`src/rtl/e_gpu_pkg.sv`:
```
// e_gpu_pkg: shared GPU types and defaults agreed between the controller and the compute units
package e_gpu_pkg;
   localparam int CU_NUM_WARPS       = 4;
   localparam int CU_MAX_OUTSTANDING = 16;
   localparam int CU_IDLE_CYCLES     = 8;
   typedef enum logic [2:0] {
      S_IDLE,
      S_RUN,
      S_DRAIN,
      S_WAIT_IDLE,
      S_SLEEP
   } cu_sleep_state_t;
endpackage

```
`src/rtl/cu_sleep_ctrl_if.sv`:
```
// cu_sleep_ctrl_if: compute-unit activity inputs and controller-facing sleep outputs
interface cu_sleep_ctrl_if #(
   parameter int NUM_WARPS       = 4,
   parameter int MAX_OUTSTANDING = 16
);
   localparam int CNT_W = $clog2(MAX_OUTSTANDING + 1);
   logic                 cu_start_i;
   logic [NUM_WARPS-1:0] warp_active_i;
   logic                 mem_req_valid_i;
   logic                 mem_req_ready_i;
   logic                 mem_rsp_valid_i;
   logic                 sleep_req_o;
   logic                 delay_sleep_o;
   logic [CNT_W-1:0]     outstanding_o;
   logic                 err_o;
   modport slave (
      input  cu_start_i, warp_active_i, mem_req_valid_i, mem_req_ready_i, mem_rsp_valid_i,
      output sleep_req_o, delay_sleep_o, outstanding_o, err_o
   );
   modport master (
      output cu_start_i, warp_active_i, mem_req_valid_i, mem_req_ready_i, mem_rsp_valid_i,
      input  sleep_req_o, delay_sleep_o, outstanding_o, err_o
   );
endinterface

```
`src/rtl/req_tracker.sv`:
```
// req_tracker: saturating in-flight memory request counter with sticky overflow/underflow flag
module req_tracker #(
   parameter int MAX_OUTSTANDING = 16,
   localparam int CNT_W = $clog2(MAX_OUTSTANDING + 1)
) (
   input  logic             clk_i,
   input  logic             rst_ni,
   input  logic             inc_i,
   input  logic             dec_i,
   output logic [CNT_W-1:0] count_o,
   output logic             err_o
);
   logic [CNT_W-1:0] count_q, count_d;
   logic             err_q, err_d, up, dn, ovf, unf;
   always_comb begin
      up      = inc_i && !dec_i;
      dn      = dec_i && !inc_i;
      ovf     = up && (count_q == CNT_W'(MAX_OUTSTANDING));
      unf     = dn && (count_q == '0);
      count_d = (up && !ovf) ? count_q + 1'b1 : (dn && !unf) ? count_q - 1'b1 : count_q;
      err_d   = err_q || ovf || unf;
   end
   always_ff @(posedge clk_i or negedge rst_ni) begin
      if (!rst_ni) begin
         count_q <= '0;
         err_q   <= 1'b0;
      end else begin
         count_q <= count_d;
         err_q   <= err_d;
      end
   end
   assign count_o = count_q;
   assign err_o   = err_q;
endmodule

```
`src/rtl/cu_sleep_ctrl.sv`:
```
// cu_sleep_ctrl: per-CU sleep sequencer requesting gating once warps retire, memory drains and an idle window passes
module cu_sleep_ctrl
   import e_gpu_pkg::*;
#(
   parameter int NUM_WARPS       = CU_NUM_WARPS,
   parameter int MAX_OUTSTANDING = CU_MAX_OUTSTANDING,
   parameter int IDLE_CYCLES     = CU_IDLE_CYCLES
) (
   input logic            clk_i,
   input logic            rst_ni,
   cu_sleep_ctrl_if.slave bus
);
   localparam int CNT_W = $clog2(MAX_OUTSTANDING + 1);
   localparam logic [NUM_WARPS-1:0] NO_WARPS = '0;
   cu_sleep_state_t  state_q, state_d;
   logic [7:0]       idle_q, idle_d;
   logic [CNT_W-1:0] outstanding;
   logic             hs, any_warp, activity;
   assign hs       = bus.mem_req_valid_i && bus.mem_req_ready_i;
   assign any_warp = bus.warp_active_i != NO_WARPS;
   assign activity = any_warp || bus.mem_req_valid_i || bus.cu_start_i;
   req_tracker #(.MAX_OUTSTANDING(MAX_OUTSTANDING)) u_req_tracker (
      .clk_i   (clk_i),
      .rst_ni  (rst_ni),
      .inc_i   (hs),
      .dec_i   (bus.mem_rsp_valid_i),
      .count_o (outstanding),
      .err_o   (bus.err_o)
   );
   // idle counter only advances in WAIT_IDLE; every other state leaves it cleared
   always_comb begin
      state_d = state_q;
      idle_d  = '0;
      case (state_q)
         S_IDLE:      state_d = bus.cu_start_i ? S_RUN : S_IDLE;
         S_RUN:       state_d = (!any_warp && !bus.cu_start_i) ? S_DRAIN : S_RUN;
         S_DRAIN:     state_d = any_warp ? S_RUN : (outstanding == '0 && !hs) ? S_WAIT_IDLE : S_DRAIN;
         S_WAIT_IDLE: begin
            state_d = activity ? S_RUN : (idle_q == 8'(IDLE_CYCLES - 1)) ? S_SLEEP : S_WAIT_IDLE;
            idle_d  = (activity || idle_q == 8'(IDLE_CYCLES - 1)) ? '0 : idle_q + 1'b1;
         end
         S_SLEEP:     state_d = bus.cu_start_i ? S_RUN : S_SLEEP;
         default:     state_d = S_IDLE;
      endcase
   end
   always_ff @(posedge clk_i or negedge rst_ni) begin
      if (!rst_ni) begin
         state_q <= S_IDLE;
         idle_q  <= '0;
      end else begin
         state_q <= state_d;
         idle_q  <= idle_d;
      end
   end
   assign bus.sleep_req_o   = state_q == S_SLEEP;
   assign bus.delay_sleep_o = (state_q == S_DRAIN) || (state_q == S_WAIT_IDLE);
   assign bus.outstanding_o = outstanding;
endmodule

```
`src/flat_wrapper.sv`:
```
// flat-port wrapper written by rule: the top's interface ports become plain ports
module cu_sleep_ctrl_flat import e_gpu_pkg::*;
#(
   parameter int NUM_WARPS       = CU_NUM_WARPS,
   parameter int MAX_OUTSTANDING = CU_MAX_OUTSTANDING,
   parameter int IDLE_CYCLES     = CU_IDLE_CYCLES
)
  (clk_i, rst_ni, bus_cu_start_i, bus_warp_active_i, bus_mem_req_valid_i, bus_mem_req_ready_i, bus_mem_rsp_valid_i, bus_sleep_req_o, bus_delay_sleep_o, bus_outstanding_o, bus_err_o);
  cu_sleep_ctrl_if #(.NUM_WARPS(NUM_WARPS), .MAX_OUTSTANDING(MAX_OUTSTANDING)) bus_i ();
  input logic clk_i;
  input logic rst_ni;
  input wire logic [$bits(bus_i.cu_start_i)-1:0] bus_cu_start_i;
  input wire logic [$bits(bus_i.warp_active_i)-1:0] bus_warp_active_i;
  input wire logic [$bits(bus_i.mem_req_valid_i)-1:0] bus_mem_req_valid_i;
  input wire logic [$bits(bus_i.mem_req_ready_i)-1:0] bus_mem_req_ready_i;
  input wire logic [$bits(bus_i.mem_rsp_valid_i)-1:0] bus_mem_rsp_valid_i;
  output wire logic [$bits(bus_i.sleep_req_o)-1:0] bus_sleep_req_o;
  output wire logic [$bits(bus_i.delay_sleep_o)-1:0] bus_delay_sleep_o;
  output wire logic [$bits(bus_i.outstanding_o)-1:0] bus_outstanding_o;
  output wire logic [$bits(bus_i.err_o)-1:0] bus_err_o;
  assign bus_i.cu_start_i = bus_cu_start_i;
  assign bus_i.warp_active_i = bus_warp_active_i;
  assign bus_i.mem_req_valid_i = bus_mem_req_valid_i;
  assign bus_i.mem_req_ready_i = bus_mem_req_ready_i;
  assign bus_i.mem_rsp_valid_i = bus_mem_rsp_valid_i;
  assign bus_sleep_req_o = bus_i.sleep_req_o;
  assign bus_delay_sleep_o = bus_i.delay_sleep_o;
  assign bus_outstanding_o = bus_i.outstanding_o;
  assign bus_err_o = bus_i.err_o;
  cu_sleep_ctrl #(.NUM_WARPS(NUM_WARPS), .MAX_OUTSTANDING(MAX_OUTSTANDING), .IDLE_CYCLES(IDLE_CYCLES)) u_core (.clk_i(clk_i), .rst_ni(rst_ni), .bus(bus_i));
endmodule
```
`config.mk`:
```
export PLATFORM = sky130hd
export DESIGN_NAME = cu_sleep_ctrl_flat
export DESIGN_NICKNAME = d
export VERILOG_FILES = /design/src/rtl/e_gpu_pkg.sv /design/src/rtl/cu_sleep_ctrl_if.sv /design/src/rtl/req_tracker.sv /design/src/rtl/cu_sleep_ctrl.sv /design/src/flat_wrapper.sv
export SDC_FILE = /design/constraint.sdc
export NUM_CORES = 1
export LEC_CHECK = 0
export BUFFER_PORTS_ARGS = -buffer_cell sky130_fd_sc_hd__clkbuf_2
export CORE_MARGIN = 5
export CORE_UTILIZATION = 57
export CTS_CLUSTER_SIZE = 16
export DETAILED_ROUTE_END_ITERATION = 6
export HOLD_SLACK_MARGIN = 0.1
export PLACE_DENSITY = 0.93
export SLEW_MARGIN = 20
export SYNTH_ARGS = -nofsm -noshare
export SYNTH_HDL_FRONTEND = slang
export SYNTH_SLANG_ARGS = --single-unit
```
`constraint.sdc`:
```
create_clock -name clk_i -period 4.2 [get_ports clk_i]
set_input_delay 0.84 -clock clk_i [delete_from_list [all_inputs] [get_ports clk_i]]
set_output_delay 0.84 -clock clk_i [all_outputs]
set_load 0.01 [all_outputs]
```
==> results of run 1 <==
==> sequential cells by signal, indices dropped and copies added, names as in the netlist <==
name	cells
u_core.idle_q	8
u_core.state_q	3
u_core.u_req_tracker.count_o	5
u_core.u_req_tracker.err_o	1
==> kinds of logic after synthesis <==
| logic type | after synthesis | synth area share |
|---|---|---|
| AOI/OAI and AO/OA | 16 | 0.124 |
| xor gates and xnor gates | 9 | 0.0815 |
| adders and majority gates | 5 | 0.0724 |
| buffers and inverters | 3 | 0.0116 |
| DFF | 17 | 0.440 |
| muxes | 5 | 0.0815 |
| and+or+nand+nor | 32 | 0.189 |
==> layout by cell type, fill, tap and decap left out, types with 2 or more instances in the layout <==
cell,instances
sky130_fd_sc_hd__inv_1,3
sky130_fd_sc_hd__a21oi_1,4
sky130_fd_sc_hd__xor2_1,6
sky130_fd_sc_hd__clkbuf_4,3
sky130_fd_sc_hd__o21ai_0,2
sky130_fd_sc_hd__nor2_1,10
sky130_fd_sc_hd__mux2_4,3
sky130_fd_sc_hd__nor2b_1,2
sky130_fd_sc_hd__clkbuf_2,17
sky130_fd_sc_hd__ha_1,4
sky130_fd_sc_hd__xnor2_1,3
sky130_fd_sc_hd__or4_4,2
sky130_fd_sc_hd__a21o_1,2
sky130_fd_sc_hd__nand3_1,4
sky130_fd_sc_hd__and3_1,2
sky130_fd_sc_hd__nand2_1,3
sky130_fd_sc_hd__dfrtp_1,17
==> metal layers <==
| layer | vias to the layer above | part of all wire | GRT usage |
|---|---|---|---|
| met5 | - | 0 | 0 |
| met2 | 16 | 0.54 | 0.277 |
| met3 | 3 | 0.036 | 0.0378 |
| li1 | 350 | - | - |
| met4 | 0 | 0.013 | 0.0538 |
| met1 | 347 | 0.42 | 0.173 |
==> power breakdown <==
| group | total, W | leakage [nW] | switching [W] | internal, W |
|---|---|---|---|---|
| logic | 0.000223 | 0.274 | 0.0000985 | 0.000124 |
| clock network | 0.0000865 | 0.0150 | 0.0000496 | 0.0000369 |
| registers | 0.000236 | 0.218 | 0.0000409 | 0.000195 |
==> final cells by class <==
cell class              count  area (sq um)
multi-input cells          67           531
repair buffers             17          85.1
inverters                   3          11.3
flip-flops and latches     17           425
well taps                  16          20.0
clock buffers               4          26.3
fillers                   114           460
==> metrics by stage <==
stage,hold slack (ps),std cells
global placement,443,120
finish,456,124
floorplan,425,87
CTS,462,124
detailed placement,450,120
global route,478,124
==> path summary, 6_finish.rpt <==
kind	from	end	slack (ps)
worst max-delay path	u_core.u_req_tracker.count_o[1]	u_core.u_req_tracker.count_o[4]	1600
worst min-delay path	rst_ni	u_core.idle_q[7]	460
worst max register to register	u_core.u_req_tracker.count_o[1]	u_core.u_req_tracker.count_o[4]	1600
worst min register to register	u_core.idle_q[0]	u_core.idle_q[0]	460
max in group asynchronous	rst_ni	u_core.u_req_tracker.count_o[2]	3430
min in group clk_i	u_core.idle_q[0]	u_core.idle_q[0]	460
==> critical path, cell delays in order, from the launching register on <==
cell	delay, ps
sky130_fd_sc_hd__dfrtp_1	450
sky130_fd_sc_hd__or4_4	610
sky130_fd_sc_hd__o21ai_4	230
sky130_fd_sc_hd__ha_1	310
sky130_fd_sc_hd__a21o_1	170
sky130_fd_sc_hd__a21oi_1	200
sky130_fd_sc_hd__mux4_2	520
==> synthesized netlist by cell type, drive strengths merged <==
master / count / share of area
fa: 1 / 0.021
mux4: 1 / 0.023
a211oi: 1 / 0.0078
and3: 2 / 0.013
o21ai: 4 / 0.036
nand2: 3 / 0.012
mux2: 4 / 0.058
o31ai: 1 / 0.0078
dfrtp: 17 / 0.44
nand3: 5 / 0.031
a21o: 2 / 0.016
xnor2: 3 / 0.027
and3b: 1 / 0.0091
o21bai: 1 / 0.0078
xor2: 6 / 0.054
nand2b: 1 / 0.0065
nor3b: 1 / 0.0078
nor2b: 2 / 0.013
nor3: 2 / 0.016
a211o: 1 / 0.0091
or3: 1 / 0.0065
nand4: 1 / 0.0065
o2bb2ai: 1 / 0.0091
ha: 4 / 0.052
inv: 3 / 0.012
a21oi: 4 / 0.021
a21bo: 1 / 0.010
or4: 2 / 0.023
nor2: 11 / 0.045
==> results.md, run 1 <==
- The run finished with clean final reports.
- The share of final-layout standard cells stronger than drive strength 1 is 0.306.
- The class of the worst hold path is input pin to async pin.
- The total via count after detailed routing is 716.
- Setup repair after global routing left no endpoint under its margin.
- The first detailed-routing pass ran for 5 iterations.
- A synthesized cell averages 11.1 sq um.
- The leakage power figure is 0.507 nW.
- The number of antenna violations at the first check in global routing is 0.
- The final count of pins violating max slew is 0.
- The TritonCTS clock tree is yes.
- The area growth from synthesis to final layout is 13.6%.
- The kind of start point of the critical path is a register.
- Global routing finished with a remaining overflow of 0.
- The netlist area before placement is 967 sq um.
- STA classifies the critical path endpoint as a register.
- The number of violations of the max-capacitance limit is 0.
- The number of buffers added by the clock tree synthesis step is 3.
- The Yosys warning count is 0.
- After synthesis the netlist holds a flip-flop and latch count of 17.
- Gates resized during post-CTS repair numbered 0.
- Routability-driven placement finished with a final weighted congestion of roughly 0.8.
- Hold repair after CTS inserted 0 buffers.
- The post-synthesis sequential area ratio is 0.440.
- The insertion delay to the later sink of the worst-skew pair is 290 ps.
- The worst-case setup slack after placement is 1350 ps.
- In the post-route analysis, the smallest setup slack over all paths is 1600 ps.
- The critical path class is register to register.
- From bottom edge to top edge, the die measures just over 50 um.
- Headroom to the max-slew limit came out at 0.717.
- The instance area at placement is 1070 sq um.
- The count of buffers inserted at the top-level ports is 17.
- Across the routed clock network, the largest skew measured is around 9 ps.
- In the global route stage, overall resource usage came out at 0.153.
- The post-layout minimum cycle time is 2600 ps.
- In this run, distinct cell masters in the synthesized netlist total 35.
- The fraction of the cycle the final worst path needs is 0.618.
- The final count of hold timing violations is 0.
- The cell sitting at the root of the clock tree is a sky130_fd_sc_hd__clkbuf_4.
- The number of violations reported at the end of detailed-routing iteration 0 is 7.
- Setup violations remaining at the end of the flow were counted as 0.
- The number of nets in the final layout is 124.
- The number of antenna diodes is 0.
- The number of cells on the worst reg-to-reg path is 6.
- At the worst endpoint, the required time is 4370 ps.
- Using the TritonRoute via totals, the vias-per-cell ratio works out to 5.77.
- The final design area excluding fillers is roughly 1100 sq um.
- The DRC violations left is 0.
- The critical path arrival is 2770 ps.
- The number of standard cells after synthesis is 87.
- The floorplan step set the die width to 51.2 um.
- The number of sinks handled by clock tree synthesis is 17.
- The via count of the first global-routing pass came to between 700 and 800.
- The routed wirelength normalized by instance count is 14.8 um.
- The first-pass GRT wire length is 3000 um.
- The maximum buffer depth of the clock tree is 2.
- The die outline area is 2620 sq um.
- The floorplan core area is 1560 sq um.
- For this run, the top clock speed supported by timing is 385 MHz.
- The I/O pin count is 18.
- The initial utilization of the core area, before any placement, comes to 0.620.
- After detailed routing, the total wire length is 1830 um.
- The number of setup buffers added after CTS is 0.
- The number of nets with antenna violations after detailed routing is 0.
- When the netlist entered floorplanning its net count stood at a little over 100.
- In this run the number of H-tree levels came out at 1.
- Entering global routing, the biggest net connects 18 pins.
- The clock-pin slew on the worst setup and hold paths is 100 ps.
- For the pin with the worst max-slew slack, the measured transition is roughly 420 ps.
- At the end of the flow the core is filled with cells to 0.705.
- VDD sags by at most between 300 and 400 uV.
- The peak fanout along the critical path is 5.
- The overall power of the completed layout is about 0.00055 W.
- For this design the ratio of total power to cell area is around 500 nW/um^2.
- The estimated wirelength of the detail-placed design is 1430 um.
- In the final timing run, aggregate negative setup slack is 0 ps.
- The placement row count is 14.
Power figures use the tool's default switching activity.
==> run 2: changes to the inputs <==
Settings changed: CORE_UTILIZATION 57 to 53, PLACE_DENSITY 0.93 to 0.88.
Clock period 4.2 ns to 2.5 ns, I/O delays scaled along.
==> results.md, run 2 (same netlist as run 1, synthesis figures left out) <==
- The number of antenna diodes in the final layout is 0.
- The routability congestion estimate from global placement is ~0.84.
- The worst hold path belongs to the class input pin to async pin.
- 18 I/O pins were placed.
- Of the available clock period, the critical path in the final layout requires 0.966.
- In the final routed layout, each cell accounts on average for approximately 14 um.
- IR analysis of the VDD net gives a maximum drop of 649 uV.
- The final design area excluding fillers is 1150 sq um.
- For this design, the slowest cell found on the critical path is sky130_fd_sc_hd__or4_4.
- The first global-routing pass estimated 3380 um of wire.
- The clock arrives with 14.7 ps of skew.
- The overall power of the completed layout is about 0.00099 W.
- The share of final-layout standard cells stronger than drive strength 1 is 0.354.
- The final count of hold timing violations is 0.
- The stage delay of the slowest cell on the critical path is 590 ps.
- The floorplan core area is 1730 sq um.
- The final count of pins violating max slew is 0.
- The worst reg2reg path depth is 6.
- The clock period could shrink to 2410 ps.
- The insertion delay to the later sink of the worst-skew pair is just under 300 ps.
- The register with the most flip-flops in the layout has 8 of them.
- The number of sinks handled by clock tree synthesis is 17.
- The power density over the cells is 860 nW/um^2.
- The area growth from synthesis to layout is 19.1%.
- The number of buffers added by the clock tree synthesis step is 3.
- The clock-pin slew on the worst setup and hold paths is around 110 ps.
- Buffers inserted to repair hold after CTS numbered 0.
- Across all layers, the routed design uses 752 vias.
- Based on the critical path, the design can be clocked at up to 414 MHz.
- The critical path arrival is approximately 2600 ps.
- In the routed layout, each cell is associated on average with a via count of 5.45.
- The floorplan step set the die height to 52.7 um.
- The total setup violations reported at the end of the flow is 0.
- Traced cell by cell, the critical path runs through or4_4 -> o21ai_4 -> ha_1 -> a21o_1 -> a21oi_2 -> mux4_2.
- The reg2reg setup slack is 90 ps.
- Setup repair after global routing could not meet its margin everywhere.
- The count of buffers inserted at the top-level ports is 17.
- In the layout the commonest cells are sky130_fd_sc_hd__clkbuf_2 (17), sky130_fd_sc_hd__dfrtp_1 (17), sky130_fd_sc_hd__nor2_1 (10), sky130_fd_sc_hd__xor2_1 (6), sky130_fd_sc_hd__buf_4 (5).
- The number of buffers and inverters on the critical path is 0.
- The instance area at placement is 1110 sq um.
- The clock tree root driver cell is sky130_fd_sc_hd__clkbuf_4.
- The via count of the first global-routing pass came to 806.
- In this run the critical register-to-register path is captured at u_core.u_req_tracker.count_o[4].
- The largest register by flop count is u_core.idle_q.
- In this run the horizontal extent of the chip is approximately 53 um.
- The sort of element at the end of the critical path is a register.
- The DRC violations left is 0.
- Detailed placement finished with a half-perimeter wire length of about 1500 um.
- For the pin with the worst max-slew slack, the measured transition is 419 ps.
- The worst endpoint required time is 2670 ps.
- The run finished with clean final reports.
- Entering global routing, the biggest net connects 18 pins.
- For this run the aggregate overflow at the end of global routing stands at 0.
- The total number of H-tree levels is 1.
- The reg-to-reg startpoint is u_core.u_req_tracker.count_o[1].
- The number of antenna violations at the first check in global routing is 0.
- The global-route usage over all layers is 0.170.
- The number of violations of the max-capacitance limit is 0.
- The peak fanout along the critical path is 5.
- The number of violations reported at the end of detailed-routing iteration 0 is 10.
- The effective utilization at floorplan is 0.560.
- The first-pass detailed-route iteration total is 4.
- The total wire length is 1990 um.
- The die outline area is 2780 sq um.
- After floorplanning, the core was divided into 15 placement rows.
- The TritonCTS clock tree is yes.
- The leakage power figure is 0.534 nW.
- The kind of start point of the critical path is a register.
- In this run the remaining antenna-violating nets after routing total 0.
- The kind of cell with the highest combined delay along the critical path is simple AND/OR/NAND/NOR gates.
- Measured against its own limit, the worst slew margin works out to 0.721.
- The worst setup path is of the register to register kind.
- The number of nets in the final layout is 129.
- The maximum buffer depth of the clock tree is 2.
-- run 2: where the power goes --
part,leakage (nW),internal [W],switching [W]
clock network,0.0177,0.0000594,0.0000861
logic,0.298,0.000251,0.000219
registers,0.218,0.000327,0.0000474
-- run 2: routing by layer --
metal	vias up	wire, um	global-route usage
li1	363	-	-
met1	365	838	0.182
met2	18	1070	0.308
met3	6	60	0.0342
met4	0	24	0.0894
met5	-	0	0
-- run 2: through the flow --
step	util	hold slack [ps]	setup TNS [ps]	worst slack, ps	std cells
after floorplan	-	204	0	9.74	87
after global placement	0.645	439	0	65.1	133
after detailed placement	0.645	451	-18.5	-18.5	133
after CTS	0.665	126	0	30.9	138
after global routing	0.667	140	0	13.2	138
final	0.667	119	0	86.1	138
-- run 2: worst max path at each step --
stage                                     from                         endpoint  slack, ps  cells past startpoint
6_report       u_core.u_req_tracker.count_o[1]  u_core.u_req_tracker.count_o[4]         90                      6
5_1_grt        u_core.u_req_tracker.count_o[1]  u_core.u_req_tracker.count_o[4]         10                      6
4_1_cts        u_core.u_req_tracker.count_o[1]  u_core.u_req_tracker.count_o[4]         30                      6
3_5_place_dp   u_core.u_req_tracker.count_o[1]  u_core.u_req_tracker.count_o[4]        -20                      6
3_3_place_gp   u_core.u_req_tracker.count_o[1]  u_core.u_req_tracker.count_o[4]         70                      6
2_1_floorplan  u_core.u_req_tracker.count_o[1]  u_core.u_req_tracker.count_o[4]         10                      6
-- run 2: cell type report --
cell class | count | area, sq um
Sequential cell | 17 | 425
Fill cell | 149 | 574
Timing Repair Buffer | 22 | 123
Clock buffer | 3 | 22.5
Clock inverter | 1 | 5.00
Tap cell | 25 | 31.3
Inverter | 3 | 11.3
Multi-Input combinational cell | 67 | 534
-- run 2: what timing repair did --
| action | 4_1_cts | 5_1_grt |
|---|---|---|
| pin swaps | 1 | 0 |
| endpoints found under the setup margin | 1 | 1 |
| buffers inserted | 1 | 0 |
| gates resized for setup | 0 | 1 |
==> run 3: changes to the inputs <==
Settings changed: CORE_UTILIZATION 53 to 59, PLACE_DENSITY 0.88 to 0.94, SYNTH_HIERARCHICAL set to 1.
Clock period 2.5 ns to 2.8 ns, I/O delays scaled along.
==> results.md, run 3 <==
- The run finished with clean final reports.
- The worst register-to-register path ends at u_core/u_req_tracker/count_o[4].
- The final count of pins violating max slew was 0.
- The tree built by TritonCTS fans out to 17 sinks.
- After synthesis, the share of flip-flops with an asynchronous set or reset is 1.00.
- For this block, the routed nets add up to 2460 um of wire.
- The maximum clock skew at final layout is 9.74 ps.
- The number of nets with antenna violations after detailed routing is 0.
- The die extent in y is 53.9 um.
- The repair_antennas step left the layout with diodes totalling 0.
- The clock-pin slew on the worst setup and hold paths is 100 ps.
- Clock latency on the worst-skew pair, taken at its later pin, is roughly 290 ps.
- The number of buffers inserted to repair setup after CTS is 0.
- The commonest register cell after synthesis is sky130_fd_sc_hd__dfrtp_1.
- The critical path in this run is classified as register to register.
- The smallest clock period supported by the final layout is computed as approximately 2500 ps.
- In this run the static leakage power is 0.527 nW.
- The area growth from synthesis to final layout is 11.5%.
- The timing-limited maximum frequency is 394 MHz.
- Across every metal layer, demand over resource in global routing totals 0.201.
- The worst endpoint required time is 3000 ps.
- In this run, synthesis produced a sequential element count of 17.
- The mean instance size in the synthesized netlist is 9.90 sq um.
- The reg2reg setup slack is 260 ps.
- Counting the buffers created by CTS gives 3.
- The library cells used most frequently in the layout, excluding fill and tap cells, are sky130_fd_sc_hd__clkbuf_2 (17), sky130_fd_sc_hd__dfrtp_1 (17), sky130_fd_sc_hd__nor2_1 (8).
- Entering global routing, the biggest net connects 18 pins.
- After the first detailed-routing iteration, the DRC count stood at 37.
- Of the post-synthesis cell area, the dominant cell type holds 0.374.
- In this run the tool buffered the top-level ports with 17 buffer cells.
- The via count of the first global-routing pass is 1013.
- The initial utilization of the core area, before any placement, comes to 0.639.
- STA classifies the critical path startpoint as a register.
- The peak fanout along the critical path is 7.
- Once detailed placement completed, the half-perimeter wirelength came to 1900 um.
- The netlist uses 46 different library cells.
- The first-pass detailed-route iteration total is 4.
- The total setup violations reported at the end of the flow is 0.
- By count the netlist is led by sky130_fd_sc_hd__dfrtp_1 (17), sky130_fd_sc_hd__nor2_1 (8), sky130_fd_sc_hd__a211oi_1 (5), sky130_fd_sc_hd__nand2_1 (5), sky130_fd_sc_hd__o21ai_0 (5).
- The floorplan core area is 1780 sq um.
- The Yosys warning count is 6.
- The tree is rooted in a sky130_fd_sc_hd__clkbuf_4.
- During I/O placement, the number of pins put on the boundary was 18.
- Buffers inserted to repair hold after CTS numbered 0.
- Summing every instance area after synthesis gives 1140 sq um.
- Yosys attributes the largest share of cell area to sky130_fd_sc_hd__dfrtp_1 (37%), sky130_fd_sc_hd__ha_1 (4.4%), sky130_fd_sc_hd__mux2i_1 (3.5%).
- For the pin with the worst max-slew slack, the measured transition is 763 ps.
- The total via count after detailed routing is 988.
- Counting flops per register, the top entry is u_core/idle_q.
- The first-pass GRT wire length is 4250 um.
- The number of antenna violations at the first check in global routing is 0.
- The post-synthesis sequential area ratio is 0.374.
- The number of nets handed over by synthesis was 130.
- Of the cells placed in the final design, the portion with a size suffix greater than 1 is 0.224.
- Yosys mapped a number of flops with a built-in enable equal to 0.
- The fraction of the cycle the final worst path needs is 0.905.
- The final count of hold timing violations was 0.
- After global routing the overflow that remains totals 0.
- The clock passes through at most 2 buffers.
- The class of the worst hold path is input pin to async pin.
- Dividing the detail-routed via count by the number of cells gives 6.21.
- The worst slew margin relative to its limit is 0.487.
- The critical path arrival is 2730 ps.
- Measured along the x axis, the die boundary spans 53.9 um.
- The placement row count is 15.
- TritonCTS built the clock tree.
- The design draws 0.000907 W.
- The register with the most flip-flops in the layout has 8 of them.
- CTS built an H-tree with a depth of 1.
- The number of violations of the max-capacitance limit is 0.
- The quantity of gates resized following cts is 0.
- The number of standard cells after synthesis is 115.
- Setup repair after global routing left no endpoint under its margin.
- The die outline area is 2910 sq um.
- STA classifies the critical path endpoint as a register.
- Counting cells, the worst reg-to-reg path comes to 7.
- The count of placed standard cells in the final layout, fillers left out is 159.
- By instance count, the leading cell after synthesis is sky130_fd_sc_hd__dfrtp_1.
- The final setup TNS is 0 ps.
- In the routed design, unresolved DRC markers number 0.
- The placed cell count is roughly 160.
- The routability congestion estimate from global placement is 0.793.
- The reg-to-reg startpoint is u_core/u_req_tracker/count_o[3].
- The power density over the cells is 714 nW/um^2.
- The routed wirelength normalized by instance count is 15.5 um.
- At the end of the flow, the number of nets in the layout was 150.
- VDD sags by at most ~450 uV.
- The top cell type by total area after synthesis is sky130_fd_sc_hd__dfrtp_1.
-- run 3: logic make-up after synthesis --
logic type      share of synthesized area
fa+ha+maj                          0.0615
simple gates                        0.263
flops                               0.374
compound gates                      0.199
mux                                0.0451
xor+xnor                           0.0385
buf+inv                            0.0198
-- run 3: routing by layer --
| layer | vias up | routed length, um | global-route usage |
|---|---|---|---|
| li1 | 482 | - | - |
| met5 | - | 0 | 0 |
| met1 | 471 | 1080 | 0.237 |
| met2 | 31 | 1240 | 0.343 |
| met4 | 0 | 27 | 0.106 |
| met3 | 4 | 107 | 0.0360 |
-- run 3: power breakdown --
part           switching (W)  total [W]  leakage (nW)  internal [W]
Combinational       0.000216   0.000400         0.294      0.000184
Clock              0.0000782   0.000134        0.0150     0.0000554
Sequential         0.0000836   0.000374         0.218      0.000290
-- run 3: worst max-delay path, stage by stage (launching register included) --
cell and delay, ps:
sky130_fd_sc_hd__dfrtp_1 470, sky130_fd_sc_hd__or4_4 610, sky130_fd_sc_hd__o21ai_4 230, sky130_fd_sc_hd__ha_1 320, sky130_fd_sc_hd__a21o_1 190, sky130_fd_sc_hd__a21oi_1 210
sky130_fd_sc_hd__mux2i_1 100, sky130_fd_sc_hd__a221oi_1 310
-- run 3: final cells by class --
| class | instances | area (sq um) |
|---|---|---|
| Timing Repair Buffer | 18 | 92.6 |
| Fill cell | 138 | 513 |
| Tap cell | 25 | 31.3 |
| Multi-Input combinational cell | 94 | 691 |
| Inverter | 1 | 3.75 |
| Sequential cell | 17 | 425 |
| Clock buffer | 4 | 26.3 |
-- run 3: worst max path at each step --
stage,depth (start not counted),start,slack [ps],to
finish,7,u_core/u_req_tracker/count_o[3],260,u_core/u_req_tracker/count_o[4]
global route,7,u_core/u_req_tracker/count_o[3],120,u_core/u_req_tracker/count_o[4]
CTS,7,u_core/u_req_tracker/count_o[3],250,u_core/u_req_tracker/count_o[4]
detailed placement,7,u_core/u_req_tracker/count_o[3],280,u_core/u_req_tracker/count_o[4]
global placement,7,u_core/u_req_tracker/count_o[3],410,u_core/u_req_tracker/count_o[4]
floorplan,7,u_core/u_req_tracker/count_o[3],440,u_core/u_req_tracker/count_o[4]
-- run 3: stage by stage --
step                      hold WS (ps)  instance area (sq um)  utilization  setup WS [ps]
after floorplan                    264                   1140            -            436
after global placement             455                   1240        0.698            408
after detailed placement           464                   1240        0.698            277
after CTS                          184                   1270        0.712            253
after global routing               208                   1270        0.712            122
final                              184                   1270        0.712            265
